### config.mk
export PLATFORM = sky130hd
export DESIGN_NAME = fifo_threshold
export DESIGN_NICKNAME = d
export VERILOG_FILES = /design/src/rtl/fifo_pkg.sv /design/src/rtl/fifo_mem.sv /design/src/rtl/fifo_threshold.sv
export SDC_FILE = /design/constraint.sdc
export NUM_CORES = 1
export LEC_CHECK = 0
export BUFFER_PORTS_ARGS = -buffer_cell sky130_fd_sc_hd__buf_2
export CAP_MARGIN = 0
export CORE_MARGIN = 5
export CORE_UTILIZATION = 35
export DETAILED_ROUTE_END_ITERATION = 16
export GPL_TIMING_DRIVEN = 0
export HOLD_SLACK_MARGIN = 0.15
export PLACE_DENSITY = 0.59
export SYNTH_ARGS = -nofsm -noshare
export SYNTH_HDL_FRONTEND = slang
export SYNTH_SLANG_ARGS = --single-unit
### constraint.sdc
create_clock -name clk -period 5.5 [get_ports clk]
set_input_delay 0.275 -clock clk [delete_from_list [all_inputs] [get_ports clk]]
set_output_delay 0.275 -clock clk [all_outputs]
set_load 0.1 [all_outputs]
### src/rtl/fifo_pkg.sv
// ---------------------------------------------------------------------------
// fifo_pkg
//  Shared sizing constants and helpers for the lane FIFO (fifo_threshold) and
//  its storage array (fifo_mem).
//
//  Contents:
//   FIFO_DATA_WIDTH  default width of one stored word
//   FIFO_ADDR_WIDTH  default log2 of the FIFO depth
//   DEPTH            number of entries (2**FIFO_ADDR_WIDTH)
//   CNT_WIDTH        occupancy counter width; one bit wider than the pointers
//                    so that both 0 and DEPTH can be represented
//   THR_WIDTH        width of the controller's threshold buses
//   thr_ext()        zero-extends a threshold to the counter width so that
//                    threshold comparisons are plain unsigned compares
// ---------------------------------------------------------------------------
package fifo_pkg;

    localparam int FIFO_DATA_WIDTH = 6;
    localparam int FIFO_ADDR_WIDTH = 3;
    localparam int DEPTH           = 2 ** FIFO_ADDR_WIDTH;
    localparam int CNT_WIDTH       = FIFO_ADDR_WIDTH + 1;
    localparam int THR_WIDTH       = 3;

    // The threshold bus is narrower than the counter, so it must be padded
    // with zeros (never sign-extended) before it is compared with count.
    function automatic logic [CNT_WIDTH-1:0] thr_ext(input logic [THR_WIDTH-1:0] thr);
        return {{(CNT_WIDTH - THR_WIDTH){1'b0}}, thr};
    endfunction

endpackage : fifo_pkg

### src/rtl/fifo_mem.sv
// ---------------------------------------------------------------------------
// fifo_mem
//  DEPTH x DATA_WIDTH register array with one write port and one registered
//  read port. The array itself is not reset; only the read register is.
//
//  Ports:
//   clk      in   rising-edge clock
//   reset    in   synchronous active-high reset (clears rd_data only)
//   wr_en    in   write wr_data into entry wr_addr at the next edge
//   wr_addr  in   write address
//   wr_data  in   write data
//   rd_en    in   capture entry rd_addr into rd_data at the next edge
//   rd_addr  in   read address
//   rd_data  out  registered read data, held while rd_en is low
// ---------------------------------------------------------------------------
module fifo_mem
    import fifo_pkg::*;
#(
    parameter int DATA_WIDTH = FIFO_DATA_WIDTH,
    parameter int ADDR_WIDTH = FIFO_ADDR_WIDTH
) (
    input  logic                  clk,
    input  logic                  reset,
    input  logic                  wr_en,
    input  logic [ADDR_WIDTH-1:0] wr_addr,
    input  logic [DATA_WIDTH-1:0] wr_data,
    input  logic                  rd_en,
    input  logic [ADDR_WIDTH-1:0] rd_addr,
    output logic [DATA_WIDTH-1:0] rd_data
);

    localparam int MEM_DEPTH = 2 ** ADDR_WIDTH;

    logic [DATA_WIDTH-1:0] mem_q [MEM_DEPTH];
    logic [DATA_WIDTH-1:0] mem_d [MEM_DEPTH];
    logic [DATA_WIDTH-1:0] rd_data_q;
    logic [DATA_WIDTH-1:0] rd_data_d;

    // Next array contents: everything holds except the addressed entry on a
    // write.
    always_comb begin
        mem_d = mem_q;
        if (wr_en) begin
            mem_d[wr_addr] = wr_data;
        end
    end

    // The read register samples the current array contents, not mem_d, so a
    // simultaneous write to the same entry returns the old word
    // (read-before-write). That is what a push+pop on a full FIFO relies on.
    always_comb begin
        rd_data_d = rd_data_q;
        if (rd_en) begin
            rd_data_d = mem_q[rd_addr];
        end
    end

    // Storage array: deliberately no reset so it can map onto plain
    // registers or distributed RAM.
    always_ff @(posedge clk) begin
        mem_q <= mem_d;
    end

    // Read register: cleared by reset so data_out starts at zero.
    always_ff @(posedge clk) begin
        if (reset) begin
            rd_data_q <= '0;
        end else begin
            rd_data_q <= rd_data_d;
        end
    end

    assign rd_data = rd_data_q;

endmodule : fifo_mem

### src/rtl/fifo_threshold.sv
// ---------------------------------------------------------------------------
// fifo_threshold
//  Synchronous single-clock FIFO for one lane of the buffer bank in front of
//  the control state machine. Besides full/empty it offers programmable
//  almost_full / almost_empty flags so the producer can throttle and the
//  consumer can schedule pops, plus sticky overflow/underflow error bits.
//
//  Ports:
//   clk            in   rising-edge clock
//   reset          in   synchronous active-high reset, overrides everything
//   push           in   write data_in this cycle
//   data_in        in   write data
//   pop            in   read the head entry this cycle
//   data_out       out  registered read data (held between pops)
//   valid_out      out  one-cycle pulse: data_out holds a freshly popped word
//   sup_threshold  in   almost_full threshold in entries
//   inf_threshold  in   almost_empty threshold in entries
//   full           out  count == DEPTH
//   empty          out  count == 0
//   almost_full    out  count >= sup_threshold
//   almost_empty   out  count <= inf_threshold
//   count          out  current occupancy, 0..DEPTH
//   overflow       out  sticky: a push was refused because the FIFO was full
//   underflow      out  sticky: a pop was refused because the FIFO was empty
// ---------------------------------------------------------------------------
module fifo_threshold
    import fifo_pkg::*;
#(
    parameter int DATA_WIDTH = FIFO_DATA_WIDTH,
    parameter int ADDR_WIDTH = FIFO_ADDR_WIDTH
) (
    input  logic                  clk,
    input  logic                  reset,
    input  logic                  push,
    input  logic [DATA_WIDTH-1:0] data_in,
    input  logic                  pop,
    output logic [DATA_WIDTH-1:0] data_out,
    output logic                  valid_out,
    input  logic [THR_WIDTH-1:0]  sup_threshold,
    input  logic [THR_WIDTH-1:0]  inf_threshold,
    output logic                  full,
    output logic                  empty,
    output logic                  almost_full,
    output logic                  almost_empty,
    output logic [ADDR_WIDTH:0]   count,
    output logic                  overflow,
    output logic                  underflow
);

    localparam int LOCAL_DEPTH = 2 ** ADDR_WIDTH;
    localparam int CNT_W       = ADDR_WIDTH + 1;

    logic [ADDR_WIDTH-1:0] wr_ptr_q,    wr_ptr_d;
    logic [ADDR_WIDTH-1:0] rd_ptr_q,    rd_ptr_d;
    logic [CNT_W-1:0]      count_q,     count_d;
    logic                  valid_q,     valid_d;
    logic                  overflow_q,  overflow_d;
    logic                  underflow_q, underflow_d;

    logic                  push_ok;
    logic                  pop_ok;
    logic                  mem_wr_en;
    logic                  mem_rd_en;
    logic [CNT_W-1:0]      sup_ext;
    logic [CNT_W-1:0]      inf_ext;

    // Status flags are pure decodes of the registered count, so there is no
    // combinational path from push/pop to any flag. The thresholds are used
    // live, so a threshold change shows up on the flags in the same cycle.
    always_comb begin
        sup_ext      = CNT_W'(thr_ext(sup_threshold));
        inf_ext      = CNT_W'(thr_ext(inf_threshold));
        full         = (count_q == CNT_W'(LOCAL_DEPTH));
        empty        = (count_q == '0);
        almost_full  = (count_q >= sup_ext);
        almost_empty = (count_q <= inf_ext);
    end

    // Acceptance rules. A push on a full FIFO is still accepted when it is
    // paired with a pop, because the pop frees the slot in the same edge.
    // A pop on an empty FIFO is never accepted, even alongside a push: the
    // word being pushed is not yet readable, so there is no write-through.
    always_comb begin
        push_ok   = push & (~full | pop);
        pop_ok    = pop & ~empty;
        mem_wr_en = push_ok & ~reset;
        mem_rd_en = pop_ok & ~reset;
    end

    // Next-state for pointers, occupancy, the valid pulse and the sticky
    // error bits. Pointers are exactly ADDR_WIDTH bits, so they wrap from
    // DEPTH-1 back to 0 on their own.
    always_comb begin
        wr_ptr_d    = wr_ptr_q;
        rd_ptr_d    = rd_ptr_q;
        count_d     = count_q;
        valid_d     = 1'b0;
        overflow_d  = overflow_q;
        underflow_d = underflow_q;

        if (push_ok) begin
            wr_ptr_d = wr_ptr_q + ADDR_WIDTH'(1);
        end
        if (pop_ok) begin
            rd_ptr_d = rd_ptr_q + ADDR_WIDTH'(1);
            valid_d  = 1'b1;
        end

        count_d = count_q + CNT_W'(push_ok) - CNT_W'(pop_ok);

        if (push & ~push_ok) begin
            overflow_d = 1'b1;
        end
        if (pop & ~pop_ok) begin
            underflow_d = 1'b1;
        end
    end

    // Control registers. Reset wins over every other input and discards all
    // stored entries by returning the pointers and count to zero.
    always_ff @(posedge clk) begin
        if (reset) begin
            wr_ptr_q    <= '0;
            rd_ptr_q    <= '0;
            count_q     <= '0;
            valid_q     <= 1'b0;
            overflow_q  <= 1'b0;
            underflow_q <= 1'b0;
        end else begin
            wr_ptr_q    <= wr_ptr_d;
            rd_ptr_q    <= rd_ptr_d;
            count_q     <= count_d;
            valid_q     <= valid_d;
            overflow_q  <= overflow_d;
            underflow_q <= underflow_d;
        end
    end

    // Storage with a registered read port: the head word lands in data_out
    // at the same edge that accepts the pop.
    fifo_mem #(
        .DATA_WIDTH (DATA_WIDTH),
        .ADDR_WIDTH (ADDR_WIDTH)
    ) u_mem (
        .clk     (clk),
        .reset   (reset),
        .wr_en   (mem_wr_en),
        .wr_addr (wr_ptr_q),
        .wr_data (data_in),
        .rd_en   (mem_rd_en),
        .rd_addr (rd_ptr_q),
        .rd_data (data_out)
    );

    assign valid_out = valid_q;
    assign count     = count_q;
    assign overflow  = overflow_q;
    assign underflow = underflow_q;

endmodule : fifo_threshold

==> flow_metrics.env <==
export IMPL_outcome="finished, final reports clean"
export IMPL_vias=1703
export IMPL_fmax_mhz=379
export IMPL_avgSynthCellArea_sq_um=14.2
export IMPL_cts_hold_fix_buffers=0
export IMPL_synthFlopType="edfxtp_1"
export IMPL_dpl_hpwl_um=4000
export IMPL_drtPass1Iterations=5
export IMPL_netlist_top_cells_area="edfxtp_1, dfxtp_1, mux2i_1, ha_1, a22oi_1"
export IMPL_ys_seq_elements=67
export IMPL_antenna_found_initial=0
export IMPL_drt_iter0_drc=66
export IMPL_cp_required_ps=5450
export IMPL_vias_per_cell=4.77
export IMPL_setup_slack_ps=2860
export IMPL_synth_seq_area_share_pct=62.7
export IMPL_setup_viol=0
export IMPL_yosysMostFrequentCell="edfxtp_1"
export IMPL_clkLatencyLatePin_ps=330
export IMPL_gp_congestion=0.702
export IMPL_cpLargestDelayFamily="simple AND/OR/NAND/NOR gates"
export IMPL_netlist_cell_type_count=38
export IMPL_power_density_mw_per_mm2=544
export IMPL_post_cts_buffers=0
export IMPL_worst_pin_slew_ps=1270
export IMPL_crit_path_end_kind="flip-flop"
export IMPL_cts_resized=0
export IMPL_hold_viol=0
export IMPL_synth_edf_count=48
export IMPL_drc=0
export IMPL_cp_max_fo=6
export IMPL_min_path_type="primary input to flip-flop"
export IMPL_period_share_pct=47.9
export IMPL_antenna_cells=0
export IMPL_synth_common_cells="edfxtp_1, mux2i_1, dfxtp_1"
export IMPL_pre_cts_slack_ps=2850
export IMPL_synth_top_area_cell="edfxtp_1"
export IMPL_nFillCells=739
export IMPL_routed_wl_um=5510
export IMPL_critPathLaunchType="flip-flop"
export IMPL_max_cap_viol_count=0
export IMPL_whs_ps=207
export IMPL_worstPathCellList="inv_1, ha_1, nor3b_4, a21boi_4, inv_2, nor3_1"
export IMPL_initial_core_util_pct=35.7
export IMPL_synthesis_instances=204
export IMPL_cts_made_buffers=9
export IMPL_grt_total_usage_pct=11.6
export IMPL_grt_pass1_vias=1750
export IMPL_arrival_ps=2580
export IMPL_drive_gt1_share_pct=25.8
export IMPL_drv_slew=0
export IMPL_clkTransAtPathRegs_ps=70
export IMPL_synth_warnings=0
export IMPL_grt_max_degree=13
export IMPL_io_pins=33
export IMPL_synth_top_area_share_pct=49.6
export IMPL_wl_per_cell_um=15.4
export IMPL_area_growth_pct=18.1
export IMPL_fin_worst_skew_ps=12.0
export IMPL_setup_tns_final_ps=0
export IMPL_die_w_um=101
export IMPL_overflow=0
export IMPL_cts_buffer_depth=2
export IMPL_slew_headroom_pct=14.8
export IMPL_leakage_nw=1.29
export IMPL_cts_sinks=67
export IMPL_fin_crit_ps=2640
export IMPL_syn_area_sq_mm=0.00290
export IMPL_rows=33
export IMPL_critPathKind="flip-flop to flip-flop"
export IMPL_portBuffers=31
export IMPL_peakVddDrop_mv=0.290
export IMPL_core_area_sq_mm=0.00813
export IMPL_p_total_mw=1.87
export IMPL_rsz0062_at_grt="no"
export IMPL_cts_htree_levels=3
export IMPL_utilization_pct=42.2
export IMPL_async_flop_share_pct=0
export IMPL_ctsRootBufferMaster="clkbuf_8"
export IMPL_multi_input_area_sq_um=982
export IMPL_critPathMaxStageDelay_ps=1010
export IMPL_grt_pass1_wl_um=8950
export IMPL_synth_nets=235
export IMPL_seq_area_sq_mm=0.00182
export IMPL_cts_tree="yes"
export IMPL_worstPathBufferInverterCount=2
export IMPL_die_area_sq_mm=0.0102
export IMPL_cpMaxStageDelayCell="nor3_1"
export IMPL_nets=278
export IMPL_die_h_um=101
export IMPL_ant_nets=0
## where the power goes
group	switching (mW)	internal, mW	total, mW
Combinational	0.573	0.216	0.789
Clock	0.182	0.267	0.449
Sequential	0.0427	0.586	0.629
Total	0.798	1.07	1.87
## through the flow
stage	instances	area (sq um)
floorplan	204	2900
global placement	340	3190
detailed placement	341	3200
CTS	357	3430
global route	357	3430
finish	357	3430
## flip-flops by register name (all words and copies together) (netlist names)
name,flops
wr_ptr_q,3
u_mem.rd_data,6
u_mem.mem_q,48
valid_out,1
overflow,1
underflow,1
count,4
rd_ptr_q,3
## cell families after synthesis
| logic type | share of synthesized area, % |
|---|---|
| compound gates | 9.09 |
| xor+xnor | 1.21 |
| fa+ha+maj | 6.72 |
| buf+inv | 3.66 |
| flops | 62.7 |
| mux | 8.27 |
| simple gates | 8.32 |
## final timing paths
check / start / end / slack, ps / depth (start not counted)
worst max register to register: count[2] / u_mem.mem_q[40] / 2860 / 6
worst min-delay path: data_in[5] / u_mem.mem_q[41] / 210 / 1
worst max-delay path: count[2] / u_mem.mem_q[40] / 2860 / 6
worst min register to register: u_mem.rd_data[1] / u_mem.rd_data[1] / 480 / 1
## layout make-up
| type | count | share of cell area (%) |
|---|---|---|
| tap | 105 | 3.83 |
| multi-input combinational | 116 | 28.6 |
| buffer | 6 | 1.42 |
| timing repair buffer | 32 | 4.74 |
| inverter | 15 | 1.68 |
| clock buffer | 10 | 4.01 |
| clock inverter | 6 | 2.59 |
| sequential | 67 | 53.1 |
## worst reg2reg max path, delay by kind of cell, from the launching register on
kind                       cells  cell delay [ps]
and+or+nand+nor                2             1180
DFF                            1              380
AOI/OAI and AO/OA              1              270
buffers and inverters          2              210
adders and majority gates      1              210
## cell usage in the layout, fill, tap and decap left out, types with 2 or more instances in the layout
cell type | synthesis | final
buf_6 | 3 | 3
xor2_1 | 3 | 3
mux2i_1 | 24 | 24
nor2_1 | 11 | 11
inv_1 | 12 | 12
clkbuf_8 | 0 | 10
a22oi_1 | 12 | 12
nor3_1 | 3 | 3
a32o_1 | 6 | 6
nand2_1 | 6 | 6
a21oi_1 | 7 | 7
clkinvlp_4 | 0 | 2
nand3_1 | 3 | 3
nand2b_1 | 4 | 4
ha_1 | 14 | 14
nor4_2 | 2 | 3
nor2b_1 | 4 | 4
edfxtp_1 | 48 | 48
buf_4 | 1 | 2
dfxtp_1 | 19 | 19
inv_2 | 2 | 2
buf_2 | 0 | 31
bufinv_16 | 0 | 2
a21o_1 | 2 | 2
clkinv_2 | 1 | 2
## metal layers
| layer | wire [um] | GRT usage, % | part of all wire, % |
|---|---|---|---|
| met1 | 2420 | 14.0 | 44 |
| met2 | 2780 | 19.8 | 50 |
| met3 | 221 | 2.28 | 4.0 |
| met4 | 87 | 5.62 | 1.6 |
| met5 | 0 | 0 | 0 |
Power figures use the tool's default switching activity.
